[src/rtl/qeciphy_sat_counter.sv]
// ============================================================================
// Module   : qeciphy_sat_counter
// Brief    : Saturating up-counter; clear has priority over increment.
// Revision : 1.0
// ============================================================================
`default_nettype none

module qeciphy_sat_counter #(
  parameter int WIDTH = 16
) (
  input  logic             clk,
  input  logic             rst,
  input  logic             i_inc,
  input  logic             i_clr,
  output logic [WIDTH-1:0] o_count
);

  logic [WIDTH-1:0] r_count;

  always_ff @(posedge clk or posedge rst) begin
    if (rst) begin
      r_count <= '0;
    end else if (i_clr) begin
      r_count <= '0;
    end else if (i_inc && (r_count != {WIDTH{1'b1}})) begin
      r_count <= r_count + WIDTH'(1);
    end
  end

  assign o_count = r_count;

endmodule

`default_nettype wire

[config.mk]
export PLATFORM = sky130hd
export DESIGN_NAME = qeciphy_sat_counter
export DESIGN_NICKNAME = d
export VERILOG_FILES = /design/src/rtl/qeciphy_sat_counter.sv
export SDC_FILE = /design/constraint.sdc
export NUM_CORES = 1
export LEC_CHECK = 0
export BUFFER_PORTS_ARGS = -buffer_cell sky130_fd_sc_hd__buf_4
export CAP_MARGIN = 20
export CORE_AREA = 2 2 49 46
export CTS_CLUSTER_SIZE = 8
export DETAILED_ROUTE_END_ITERATION = 7
export DIE_AREA = 0 0 51 48
export GPL_TIMING_DRIVEN = 0
export PLACE_DENSITY = 0.69
export SLEW_MARGIN = 5
export SYNTH_ARGS = -nofsm -noshare
export SYNTH_HDL_FRONTEND = slang
export SYNTH_SLANG_ARGS = --single-unit
export TNS_END_PERCENT = 100
[constraint.sdc]
create_clock -name clk -period 3.1 [get_ports clk]
set_input_delay 0.31 -clock clk [delete_from_list [all_inputs] [get_ports clk]]
set_output_delay 0.31 -clock clk [all_outputs]
set_load 0.05 [all_outputs]
Yosys cells after proc, flatten, opt, wreduce, memory -nomap -nowiden
Index checks and enable logic that the tools add are counted.
Storage, ports and cells
  input bits: 4
  bits in registers: 16
  word-level logic and storage cells: 7
Operators by class
  $add $sub $neg: 1
  multiplexer cells: 2
  equality and inequality tests: 1
  reductions and logical operators: 2
Operators with widths (count)
  16-bit 2-to-1 mux: 2
  16-bit by 1-bit adder with 16-bit output (second input constant): 1
  16-bit != test (second input constant): 1
  2-bit nonzero test: 1
  1-bit logical AND: 1

Depth between registers and ports, before layout
  word-level depth: 4
  gate-level depth with buffers: 6
  depth with buffers taken out: 5

Least setup slack after synthesis
OpenSTA, ideal clock, no wires.
  kind: register -> register
  from: reg r_count[0], in the netlist o_count[0]
  to: reg r_count[0], in the netlist o_count[0]
  stages on the path, launching flop included: 7
  arrival time: 2.010 ns
  setup time: 0.125 ns
  slack: 0.965 ns
  cells stage by stage: dfrtp_1 ha_1 clkbuf_1 nand3_1 nor4_1 nor2b_1 mux2_2
Between the ends
  cells in the longest elaborated chain, start to end: 3
  elaborated cells between the ends (all ways): 6
  classes of those cells: add/sub: 1; eq/ne: 1; mux: 2; reduce/logical: 2
RTL lines
  start, declared: line 18  | logic [WIDTH-1:0] r_count;
  start signal, assigned: line 26  | r_count <= r_count + WIDTH'(1);
  16-bit by 1-bit adder with 16-bit output or 16-bit != test (tied branches): line 26, 25
  16-bit 2-to-1 mux or 1-bit logical AND (tied branches): line 25  | end else if (i_inc && (r_count != {WIDTH{1'b1}})) begin
  16-bit 2-to-1 mux or 2-bit nonzero test (tied branches)
Several ways; a longest one is shown, not always the timed one. The select of a mux whose other input is x is not followed.
A chain may end at the register's enable or synchronous reset.

Final worst setup path
Same ends and word-level chain as after synthesis.

==> metrics.csv <==
metric;value;unit
status;finished clean;
Post-Syn Nets;106;
MaxCap Viol Count;0;
Die W;51;um
RSZ-0062 raised after global routing;false;
Antenna Nets Post-Route;0;
Top Metal Used;met4;
Final Wtd Congestion;0.7871;
Hold-fix buffers, CTS;0;
Slew headroom;0.5065;
critical path, cell by cell;ha_1 > clkbuf_1 > nand3_1 > nor4_1 > nor2b_1 > mux2_2;
HP Class;in2async;
Post-synth EDFFs;0;
I/O pin total;20;
asr flop ratio synth;1.000;
vias per inst;6.122;
Yosys Warn Count;0;
met3 wire len;130;um
Congestion Overflow GR;0;
DRT Pass-1 Iters;4;
total clock sinks;16;
clock-pin slew on the worst setup and hold paths;100;ps
Fin Setup TNS;0;ps
synthesized area per cell;9.229;um^2
Worst VDD drop;216.1;uV
layout cells sized above 1;0.2377;
WL/cell;14.97;um
critical path class;reg2reg;
Slew Viols, Final;0;
I/O Buffers;17;
CP Max Fanout;8;
CP Capture Type;flip-flop;
Worst path slowest cell;nor4_1;
# setup viols final;0;
flop2flop setup slack;940;ps
Yosys top cell area share;0.4295;
Total Power;0.0003908;W
DP Area;1091;um^2
CTS max path bufs;2;
latest clock arrival within the worst-skew pair;290;ps
Distinct cells, synth;29;
synthesis-stage register bit count;16;
Num CTS Buffers;3;
Design Area, Final;1127;um^2
CP peak stage delay;570;ps
Tcrit/Tclk final;0.6966;
largest net degree at the start of global routing;17;
Synth area leaders;dfrtp_1, a21oi_1, or4_1;
pwr/cell area;346.6;nW/um^2
n_diodes;0;
Metal-1 WL;1028;um
CTS tree;built;
CTS root buf;clkbuf_4;
RR Endpoint;o_count[0]$_DFFE_PP0P_;
core area;1896;um^2
DRT Wirelength;2200;um
DIE AREA;2448;um^2
post_cts resized;0;
Worst-Margin Slew;733.5;ps
vias in the first global route;785;
DRC viols;0;
routed via count;900;
min cycle time layout;2159;ps
Area Growth Syn to Fin;20.94;%
most instantiated cells after synthesis;dfrtp_1, a21oi_1, nand3_1;
post-layout net count;128;
initial core utilization;0.4917;
All-Layer GR Usage;0.1948;
Worst R2R Start;o_count[0]$_DFFE_PP0P_;
Leak;0.4535;nW
# H-tree levels;1;
Critical Path RT;3280;ps
crit path DAT;2340;ps
antenna violations before repair;0;
setup bufs post-CTS;0;
Final Hold Vio Count;0;
ys flop type;dfrtp_1;
global-route wire length before repair;3477;um
Iter 0 DRT Violations;47;
max reg flops;16;
Max Fclk;463.1;MHz
row count;15;
Syn Std Cell Area;932.1;um^2
clock skew;9.172;ps
met2 WL post-DR;1025;um
most frequent cell after synthesis;dfrtp_1;
worst reg2reg path depth;6;
cell taking the most area after synthesis;dfrtp_1;
register area share after synthesis;0.4295;
Worst Setup Start Kind;flip-flop;
Post-DP HPWL;1502;um
Chip Height;48;um
Synth Instances;101;
-- metrics by stage --
stage	instances	utilization	hold WS, ps	setup WS [ps]
CTS	147	0.5947	107.3	985.7
global route	147	0.5947	130.9	775.9
finish	147	0.5947	88.12	940.6
detailed placement	143	0.5756	432.9	1028
global placement	143	0.5756	423.9	1049
floorplan	101	-	223.7	965.0
-- metal layers --
metal	global-route usage	up-vias
li1	-	435
met1	0.2311	431
met2	0.3558	32
met3	0.05625	2
met4	0.04865	0
met5	0	-
-- where the power goes --
part           switching, W  internal, W  total [W]
clock             0.0000685    0.0000716   0.000140
sequential       0.00000362     0.000211   0.000215
combinational     0.0000250    0.0000110  0.0000360
-- cell families after synthesis --
| logic type | Yosys count | share of synthesized area |
|---|---|---|
| compound gates | 25 | 0.1571 |
| fa+ha+maj | 1 | 0.01342 |
| buf+inv | 7 | 0.03892 |
| flops | 16 | 0.4295 |
| mux | 3 | 0.03490 |
| simple gates | 49 | 0.3262 |
-- worst max-delay path: cells and delay by family (launching register included) --
kind | cells | cell delay, ps
buf+inv | 1 | 270
mux | 1 | 320
flops | 1 | 430
simple gates | 3 | 870
fa+ha+maj | 1 | 160
-- cell usage in the layout, fill, tap and decap left out, types with 2 or more instances in the layout --
master     n
o31ai_1    5
o21ai_0    5
clkbuf_4   3
dfrtp_1   16
o41ai_1    2
nor2b_1    3
or3_1      6
nand2b_1   2
or4_1      6
nand4_1    4
nor4_1     3
nor3_1     4
buf_4     18
nor2_1     3
a21oi_1   12
nand3_1    7
mux2_2     2
nand2_1    6
inv_1      3
-- worst max path at each step --
stage,slack (ps),from,endpoint
floorplan,960,o_count[0]$_DFFE_PP0P_,o_count[0]$_DFFE_PP0P_
global route,780,o_count[1]$_DFFE_PP0P_,o_count[0]$_DFFE_PP0P_
CTS,990,o_count[0]$_DFFE_PP0P_,o_count[0]$_DFFE_PP0P_
detailed placement,1030,o_count[0]$_DFFE_PP0P_,o_count[0]$_DFFE_PP0P_
finish,940,o_count[0]$_DFFE_PP0P_,o_count[0]$_DFFE_PP0P_
global placement,1050,o_count[0]$_DFFE_PP0P_,o_count[0]$_DFFE_PP0P_
-- final cells by class --
type | instances | area, um^2
fillers | 162 | 768.2
multi-input cells | 78 | 495.5
flip-flops and latches | 16 | 400.4
repair buffers | 17 | 127.6
clock buffers | 4 | 36.28
well taps | 25 | 31.28
plain buffers | 4 | 25.02
inverters | 3 | 11.26
(Power assumes the default switching activity.)
